===== config.mk =====
export PLATFORM = sky130hd
export DESIGN_NAME = tm1638_key_event
export DESIGN_NICKNAME = d
export VERILOG_FILES = /design/src/rtl/tm1638_key_event.sv
export SDC_FILE = /design/constraint.sdc
export NUM_CORES = 1
export LEC_CHECK = 0
export ABC_AREA = 0
export CAP_MARGIN = 30
export CORE_UTILIZATION = 30
export CTS_CLUSTER_DIAMETER = 100
export DETAILED_ROUTE_END_ITERATION = 6
export PLACE_DENSITY = 0.5
export SLEW_MARGIN = 20
export SYNTH_ARGS = -nofsm -noshare
export SYNTH_HDL_FRONTEND = slang
export SYNTH_SLANG_ARGS = --single-unit
export TNS_END_PERCENT = 5

===== constraint.sdc =====
create_clock -name CK_i -period 3.9 [get_ports CK_i]
set_input_delay 1.17 -clock CK_i [delete_from_list [all_inputs] [get_ports CK_i]]
set_output_delay 1.17 -clock CK_i [all_outputs]
set_load 0.02 [all_outputs]

===== src/rtl/tm1638_key_event.sv =====
// tm1638_key_event
//   Debounces the eight raw key levels coming from the TM1638 driver on a slow
//   sample tick. It turns accepted level changes into one-cycle press/release
//   pulses and per-key toggle states. Every accepted edge is also queued as a
//   4-bit event in a show-ahead FIFO that a downstream controller drains with
//   a valid/ready handshake.
//
// Ports
//   CK_i         in   1  core clock
//   ARST_i       in   1  asynchronous reset, active-high; clears all state
//   KEYS_i       in   8  raw key levels (1 = pressed), CK_i domain
//   CLR_i        in   1  synchronous clear of TOGGLE_o and EVT_OVF_o
//   KEYS_STB_o   out  8  debounced key levels
//   PRESS_o      out  8  one-cycle pulse per key on an accepted 0->1
//   RELEASE_o    out  8  one-cycle pulse per key on an accepted 1->0
//   TOGGLE_o     out  8  per-key state, inverted on every accepted press
//   EVT_VALID_o  out  1  event FIFO not empty
//   EVT_DAT_o    out  4  head event {1=press/0=release, key index}, 0 when empty
//   EVT_RDY_i    in   1  consumer ready; an event pops on EVT_VALID_o & EVT_RDY_i
//   EVT_OVF_o    out  1  sticky: an event was dropped on a full FIFO
module tm1638_key_event #(
   parameter int unsigned C_FCK   = 48_000_000,
   parameter int unsigned C_FSMP  = 1_000,
   parameter int unsigned C_DB_N  = 4,
   parameter int unsigned C_DEPTH = 8
) (
   input  logic       CK_i,
   input  logic       ARST_i,
   input  logic [7:0] KEYS_i,
   input  logic       CLR_i,
   output logic [7:0] KEYS_STB_o,
   output logic [7:0] PRESS_o,
   output logic [7:0] RELEASE_o,
   output logic [7:0] TOGGLE_o,
   output logic       EVT_VALID_o,
   output logic [3:0] EVT_DAT_o,
   input  logic       EVT_RDY_i,
   output logic       EVT_OVF_o
);

   localparam int unsigned C_DIV = C_FCK / C_FSMP;
   localparam int unsigned PS_W  = $clog2(C_DIV);
   localparam int unsigned AW    = $clog2(C_DEPTH);

   localparam logic [PS_W-1:0] PS_MAX    = PS_W'(C_DIV - 1);
   localparam logic [3:0]      DB_MAX    = 4'(C_DB_N - 1);
   localparam logic [AW:0]     FIFO_FULL = (AW+1)'(C_DEPTH);

   // ---------------------------------------------------------------
   // Sample-tick prescaler
   // ---------------------------------------------------------------
   logic [PS_W-1:0] ps_q, ps_d;
   logic            tick;

   always_comb begin
      tick = (ps_q == PS_MAX);
      ps_d = tick ? '0 : ps_q + 1'b1;
   end

   // ---------------------------------------------------------------
   // Per-key debounce counters
   // ---------------------------------------------------------------
   logic [7:0] stb_q, stb_d;

   generate
      for (genvar gi = 0; gi < 8; gi++) begin : g_db
         logic [3:0] cnt_q, cnt_d;
         logic       stb_nxt;

         always_comb begin
            cnt_d   = cnt_q;
            stb_nxt = stb_q[gi];
            if (tick) begin
               if (KEYS_i[gi] == stb_q[gi]) begin
                  // any agreeing sample restarts the qualification
                  cnt_d = '0;
               end else if (cnt_q == DB_MAX) begin
                  stb_nxt = ~stb_q[gi];
                  cnt_d   = '0;
               end else begin
                  cnt_d = cnt_q + 4'd1;
               end
            end
         end

         assign stb_d[gi] = stb_nxt;

         always_ff @(posedge CK_i or posedge ARST_i) begin
            if (ARST_i) begin
               cnt_q <= '0;
            end else begin
               cnt_q <= cnt_d;
            end
         end
      end
   endgenerate

   // ---------------------------------------------------------------
   // Edge pulses, toggles and the edge serializer
   // ---------------------------------------------------------------
   // The pulses are registered on the same edge that updates stb_q, so
   // PRESS_o/RELEASE_o appear one cycle after the accepting tick.
   logic [7:0] chg;
   logic [7:0] press_q, press_d;
   logic [7:0] release_q, release_d;
   logic [7:0] toggle_q, toggle_d;
   logic [7:0] pend_q, pend_d;
   logic [7:0] ppol_q, ppol_d;
   logic [2:0] sel_idx;
   logic       push;
   logic [3:0] push_dat;

   always_comb begin
      chg       = stb_d ^ stb_q;
      press_d   = chg & stb_d;
      release_d = chg & ~stb_d;
      // a coincident clear overrides the press inversion
      toggle_d  = CLR_i ? 8'h00 : (toggle_q ^ press_d);
   end

   // Lowest pending index wins; at most 8 cycles to drain, which is always
   // shorter than the tick period, so a key never re-triggers while pending.
   always_comb begin
      sel_idx = 3'd0;
      for (int i = 7; i >= 0; i--) begin
         if (pend_q[i]) begin
            sel_idx = 3'(i);
         end
      end
      push     = |pend_q;
      push_dat = {ppol_q[sel_idx], sel_idx};
      pend_d   = pend_q;
      if (push) begin
         pend_d[sel_idx] = 1'b0;
      end
      pend_d = pend_d | chg;
      ppol_d = (ppol_q & ~chg) | (stb_d & chg);
   end

   // ---------------------------------------------------------------
   // Event FIFO (show-ahead)
   // ---------------------------------------------------------------
   logic [3:0]    mem [C_DEPTH];
   logic [AW-1:0] wr_ptr_q, wr_ptr_d;
   logic [AW-1:0] rd_ptr_q, rd_ptr_d;
   logic [AW:0]   count_q, count_d;
   logic          ovf_q, ovf_d;
   logic          empty, full, pop, wr_en;

   always_comb begin
      empty = (count_q == '0);
      full  = (count_q == FIFO_FULL);
      pop   = ~empty & EVT_RDY_i;
      // a pop in the same cycle frees the slot, so a full FIFO still accepts
      wr_en = push & (~full | pop);

      count_d = count_q;
      if (wr_en & ~pop) begin
         count_d = count_q + 1'b1;
      end else if (~wr_en & pop) begin
         count_d = count_q - 1'b1;
      end

      wr_ptr_d = wr_en ? wr_ptr_q + 1'b1 : wr_ptr_q;
      rd_ptr_d = pop   ? rd_ptr_q + 1'b1 : rd_ptr_q;

      // a drop in the same cycle as CLR_i keeps the flag set
      ovf_d = (push & full & ~pop) | (ovf_q & ~CLR_i);
   end

   // Storage carries no reset: it is only observed through count_q.
   always_ff @(posedge CK_i) begin
      if (wr_en) begin
         mem[wr_ptr_q] <= push_dat;
      end
   end

   // ---------------------------------------------------------------
   // State registers
   // ---------------------------------------------------------------
   always_ff @(posedge CK_i or posedge ARST_i) begin
      if (ARST_i) begin
         ps_q      <= '0;
         stb_q     <= '0;
         press_q   <= '0;
         release_q <= '0;
         toggle_q  <= '0;
         pend_q    <= '0;
         ppol_q    <= '0;
         wr_ptr_q  <= '0;
         rd_ptr_q  <= '0;
         count_q   <= '0;
         ovf_q     <= 1'b0;
      end else begin
         ps_q      <= ps_d;
         stb_q     <= stb_d;
         press_q   <= press_d;
         release_q <= release_d;
         toggle_q  <= toggle_d;
         pend_q    <= pend_d;
         ppol_q    <= ppol_d;
         wr_ptr_q  <= wr_ptr_d;
         rd_ptr_q  <= rd_ptr_d;
         count_q   <= count_d;
         ovf_q     <= ovf_d;
      end
   end

   assign KEYS_STB_o  = stb_q;
   assign PRESS_o     = press_q;
   assign RELEASE_o   = release_q;
   assign TOGGLE_o    = toggle_q;
   assign EVT_VALID_o = ~empty;
   assign EVT_DAT_o   = empty ? 4'h0 : mem[rd_ptr_q];
   assign EVT_OVF_o   = ovf_q;

endmodule

==> results.cfg, run 1 <==
[run_status]
status = finished, final reports clean

[yosys]
avgSynthCellArea_um2 = 12.1
syn_nets = 564
ys.flop_type = dfrtp_1
seq_area_frac_synth_pct = 57.7
syn_area_um2 = 6300
synth_seq_cells = 139
netlist.top_cell.by_area = dfrtp_1
synth_cell_types = 52
synthTopCellsByArea = dfrtp_1 (42%), edfxtp_1 (15%), ha_1 (6.0%)
synth.most_common_cell = dfrtp_1
async_flop_share_pct = 77.0
synth_top_area_share_pct = 42.5
postSynthCellCount = 521
synth_edf_count = 32
yosysWarnings = 0
synth_common_cells = dfrtp_1 (107), nand2_1 (45), nor2_1 (43)

[global_route]
grt_overflow = 0
antenna_found_initial = 0
grt_max_degree = 82
grt_usage_pct = 13.2
grt_pass1_wl_um = 21900
grt_pass1_vias = 4250

[route]
drc_errors = 0
num_vias = 4110
first_iter_violations = 179
wirelength_um = 13000
dr.pass1.iters = 4
wire_per_inst_um = 15.1
ant_nets = 0
viasPerCell = 4.75

[placed_design]
hpwl_um = 9170
dpl_cell_area_um2 = 7140
io_buffers = 49
place_ws_ps = 383
numPlacedInstances = 833
globalplace.congestion = 0.751

[power]
switching_power_mw = 0.946
p_leak_nw = 3.20
p_comb_share_pct = 13.3
p_per_area_nw_per_um2 = 485
p_clk_share_pct = 42.3
internal-power_mw = 2.80
max-vdd-ir-drop_v = 0.000292
seq_power_share_pct = 44.4
p_sw_share_pct = 25.2

[clock_tree]
cts_max_level = 4
numCtsBuffers = 17
post-cts-setup-buffers = 0
cts.sinks = 139
cts_resized = 0
cts_buffer_depth = 2
hold_buffers = 0
cts-root-buf = clkbuf_16
clock_latency_ps = 420
tritoncts = done
clk_pin_slew_ps = 60

[critical_path]
crit_fanout = 10
worst-path-stages = 4
cp_slowest_cell = dfrtp_1
critPathKind = reg -> out
crit_family = multiplexers
cpPeakStageDelay_ps = 700
crit_required_ps = 2730
cp.arrival_ps = 2450
crit_chain = mux4_2 > mux2i_1 > nor2_1 > clkdlybuf4s50_1
critPathCaptureType = output pin
cp-start-kind = flop
reg2reg_depth = 12
cp.buffers_inverters = 1

[die]
dieArea_um2 = 21600
core_area_um2 = 20400
die_h_um = 147
start_util_pct = 30.8
pin_count = 50
die_width_um = 147
rows = 52

[job]
drv_cap = 0

[finish]
fin_area_um2 = 7720
nNetsFinal = 626
instances_no_fill = 866
seq_area_um2 = 3640
diodes = 0
final.fill_count = 1995
multi_input_area_um2 = 2490
drive_above_1_share_pct = 13.4
area_growth_pct = 22.5

[timing]
slew_headroom_pct = 45.3
fmax_mhz = 276
timing_hold_violations_final = 0
fin_crit_sh_pct = 92.8
rsz0062_at_grt = no
worst_pin_slew_ps = 814
fin_skew_ps = 7.10
setup_viol = 0
finalWorstSetupSlack_ps = 282
fin_crit_ps = 3620
slew_viol_final = 0
fin_tns_setup_ps = 0

[worst_hold_path]
worstHoldPathCells = 1
min_path_type = reg -> reg
[layout make-up]
class                           instances  area share, %
Timing Repair Buffer                   59           7.45
Clock buffer                           21           5.96
Tap cell                              270           4.37
Multi-Input combinational cell        341           32.3
Clock inverter                         11           1.52
Sequential cell                       139           47.1
Inverter                               25           1.26
[per-layer routing]
metal  GRT usage [%]  vias to the layer above  share of wire (%)
met4            5.46                        0                2.1
met1            16.5                     2053                 46
met2            21.8                       60                 49
met3            3.14                       22                2.8
li1                -                     1975                  -
met5               0                        -                  0
[stage by stage]
stage                     hold WS, ps  power, mW  utilization (%)
after floorplan                   438       2.03                -
after global placement            465       2.18             34.9
after detailed placement          478       2.20             34.9
after CTS                         492       3.80             37.8
after global routing              508       3.91             37.8
final                             496       3.75             37.8
[cell families after synthesis]
kind of cell / Yosys count / share of synthesized area, %
compound gates: 78 / 8.44
xor+xnor: 37 / 5.14
fa+ha+maj: 31 / 6.27
buf+inv: 41 / 2.68
flops: 139 / 57.7
mux: 26 / 5.94
simple gates: 169 / 13.8
[registers in the layout (all words and copies together) (netlist names), named ones only]
name	cells
mem	32
count_q	4
ps_q	16
wr_ptr_q	3
TOGGLE_o	8
KEYS_STB_o	8
g_db.cnt_q	32
EVT_OVF_o	1
rd_ptr_q	3
RELEASE_o	8
pend_q	8
PRESS_o	8
[placed cells by master (no fill, tap or decap), types with 4 or more instances in the layout]
master	netlist	layout
clkinv_2	0	4
buf_4	1	8
a21oi_1	4	4
ha_1	30	30
mux4_2	8	8
clkbuf_16	0	17
or3_1	6	6
nand3b_1	15	15
mux2_2	11	11
inv_1	24	23
xnor2_1	27	27
mux2i_1	7	7
nor3b_1	8	8
nand2_1	45	45
clkinvlp_4	0	4
and2_1	5	5
nor3_1	6	6
o21ai_1	22	22
a31o_2	8	8
dfrtp_1	107	107
clkdlybuf4s50_1	0	49
nand3_1	20	20
xor2_1	10	10
o31ai_1	12	12
o21ai_0	4	4
edfxtp_1	32	32
a31oi_1	13	13
nor2_1	43	43
[power groups by stage]
stage / Combinational [mW] / Clock, mW / Sequential [mW]
after global routing: 0.552 / 1.68 / 1.68
final: 0.499 / 1.59 / 1.66
after floorplan: 0.408 / 0 / 1.62
after global placement: 0.490 / 0 / 1.69
after detailed placement: 0.509 / 0 / 1.69
after CTS: 0.510 / 1.62 / 1.67
[path summary, 6_finish.rpt]
| kind | startpoint | endpoint | slack, ps |
|---|---|---|---|
| max | rd_ptr_q[0] | EVT_DAT_o[3] | 280 |
| min in group asynchronous | ARST_i | PRESS_o[6] | 1190 |
| min reg2reg | ps_q[14] | ps_q[14] | 500 |
| max in group asynchronous | ARST_i | g_db[0].cnt_q[0] | 1870 |
| min | ps_q[14] | ps_q[14] | 500 |
| max reg2reg | pend_q[1] | count_q[3] | 750 |
No activity file was read; power rests on OpenSTA's default activity.
==> run 2: changes to the inputs <==
--- a/config.mk
+++ b/config.mk
@@ -6,6 +6,7 @@
 export NUM_CORES = 1
 export LEC_CHECK = 0
 export ABC_AREA = 0
+export ABC_CLOCK_PERIOD_IN_PS = 3900
 export CAP_MARGIN = 30
 export CORE_UTILIZATION = 30
 export CTS_CLUSTER_DIAMETER = 100
==> constraint.sdc (replaced) <==
create_clock -name CK_i -period 3.9 [get_ports CK_i]
set_input_delay 0.78 -clock CK_i [delete_from_list [all_inputs] [get_ports CK_i]]
set_output_delay 0.78 -clock CK_i [all_outputs]
set_load 0.05 [all_outputs]
==> run 2 against run 1 <==
Effect of this change:
- flip-flop and latch count unchanged
- highest routed layer unchanged
- non-clock buffer count decreased by 2
- maximum frequency increased by 6.6%
- final area increased by 0.23%
- critical endpoint unchanged
==> results.cfg, run 2 (synthesized netlist as in run 1, its figures left out) <==
[route]
ant_nets = 0
drc_errors = 0
dr.pass1.iters = 6
viasPerCell = 4.78
wirelength_um = 13000
wire_per_inst_um = 15.1
num_vias = 4126
first_iter_violations = 221

[timing]
fin_crit_sh_pct = 87.0
rsz0062_at_grt = no
timing_hold_violations_final = 0
slew_viol_final = 0
slew_headroom_pct = 44.6
setup_viol = 0
finalWorstSetupSlack_ps = 506
fin_crit_ps = 3390
worst_pin_slew_ps = 824
fin_tns_setup_ps = 0
fmax_mhz = 295
fin_skew_ps = 12.8
whs_ps = 476

[clock_tree]
cts-root-buf = clkbuf_16
cts_resized = 0
clock_latency_ps = 420
cts_max_level = 4
tritoncts = done
hold_buffers = 0
cts.sinks = 139
clk_pin_slew_ps = 60
numCtsBuffers = 17
post-cts-setup-buffers = 0
cts_buffer_depth = 2

[run_status]
status = finished, final reports clean

[worst_hold_path]
worstHoldPathCells = 1
min_to = ps_q[11]
min_from = ps_q[11]
min_path_type = reg -> reg

[finish]
utilization_pct = 37.9
area_growth_pct = 22.8
diodes = 0
final_common_cell = dfrtp_1
nNetsFinal = 624
drive_above_1_share_pct = 13.5
largestRegisters = g_db.cnt_q: 32 flops, mem: 32 flops, ps_q: 16 flops
final_cell_mix = dfrtp_1 (107), clkdlybuf4s50_1 (49), nand2_1 (45)
instances_no_fill = 864
final.fill_count = 1965

[die]
dieArea_um2 = 21600
start_util_pct = 30.8
rows = 52
die_width_um = 147
die_h_um = 147
core_area_um2 = 20400
pin_count = 50

[power]
p_per_area_nw_per_um2 = 502
internal-power_mw = 2.83
p_comb_share_pct = 15.2
p_leak_nw = 3.21
p_clk_share_pct = 42.0
p_sw_share_pct = 27.2
max-vdd-ir-drop_v = 0.000234
seq_power_share_pct = 42.8
switching_power_mw = 1.06

[global_route]
grt_pass1_vias = 4184
antenna_found_initial = 0
grt_overflow = 0
grt_pass1_wl_um = 21900
grt_usage_pct = 13.1
grt_max_degree = 50

[placed_design]
numPlacedInstances = 832
globalplace.congestion = 0.760
hpwl_um = 9200
io_buffers = 49
place_ws_ps = 756

[critical_path]
cp.arrival_ps = 2610
critPathCaptureType = output pin
cp-start-kind = flop
crit_required_ps = 3120
reg2reg_setup_slack_ps = 720
timing.rr.start = pend_q[1]
critPathLaunch = rd_ptr_q[0]
crit_fanout = 10
reg2reg_depth = 12
reg2reg_to = count_q[3]
critPathKind = reg -> out

[job]
drv_cap = 0
==> run 2: cell type report <==
type	instances	area (um2)	area share, %
clock inverter	12	136	1.76
inverter	25	96.3	1.24
sequential	139	3640	47.0
timing repair buffer	57	563	7.27
tap	270	338	4.36
clock buffer	20	468	6.05
multi-input combinational	341	2500	32.3
==> run 2: worst max-delay path by stage <==
stage                   end  cells after the start  slack, ps
3_3_place_gp     count_q[3]                     12        810
3_5_place_dp     count_q[3]                     12        760
5_1_grt        EVT_DAT_o[3]                      4        290
2_1_floorplan     EVT_OVF_o                      1        300
4_1_cts        EVT_DAT_o[3]                      4        430
6_report       EVT_DAT_o[3]                      4        510
==> run 2: per-layer routing <==
layer,share of wire [%],wire [um],vias up,track usage [%]
met1,48,6210,2071,17.0
met4,0.93,121,0,4.07
met3,3.1,403,9,3.70
met2,48,6300,68,21.1
met5,0,0,-,0
li1,-,-,1978,-
==> run 2: power by group through the flow <==
stage | sequential [mW] | clock (mW) | combinational [mW]
6_report | 1.66 | 1.63 | 0.589
2_1_floorplan | 1.62 | 0 | 0.500
4_1_cts | 1.67 | 1.67 | 0.598
3_3_place_gp | 1.69 | 0 | 0.582
3_5_place_dp | 1.69 | 0 | 0.594
5_1_grt | 1.68 | 1.74 | 0.643
==> run 2: through the flow <==
step | area [um2] | power, mW
3_5_place_dp | 7130 | 2.28
3_3_place_gp | 7130 | 2.27
5_1_grt | 7740 | 4.06
2_1_floorplan | 6300 | 2.12
4_1_cts | 7730 | 3.93
6_report | 7740 | 3.89
==> run 2: critical path, stage by stage, from the launching register on <==
cell             delay, ps
dfrtp_1                680
mux4_2                 570
mux2i_1                160
nor2_1                  60
clkdlybuf4s50_1        730
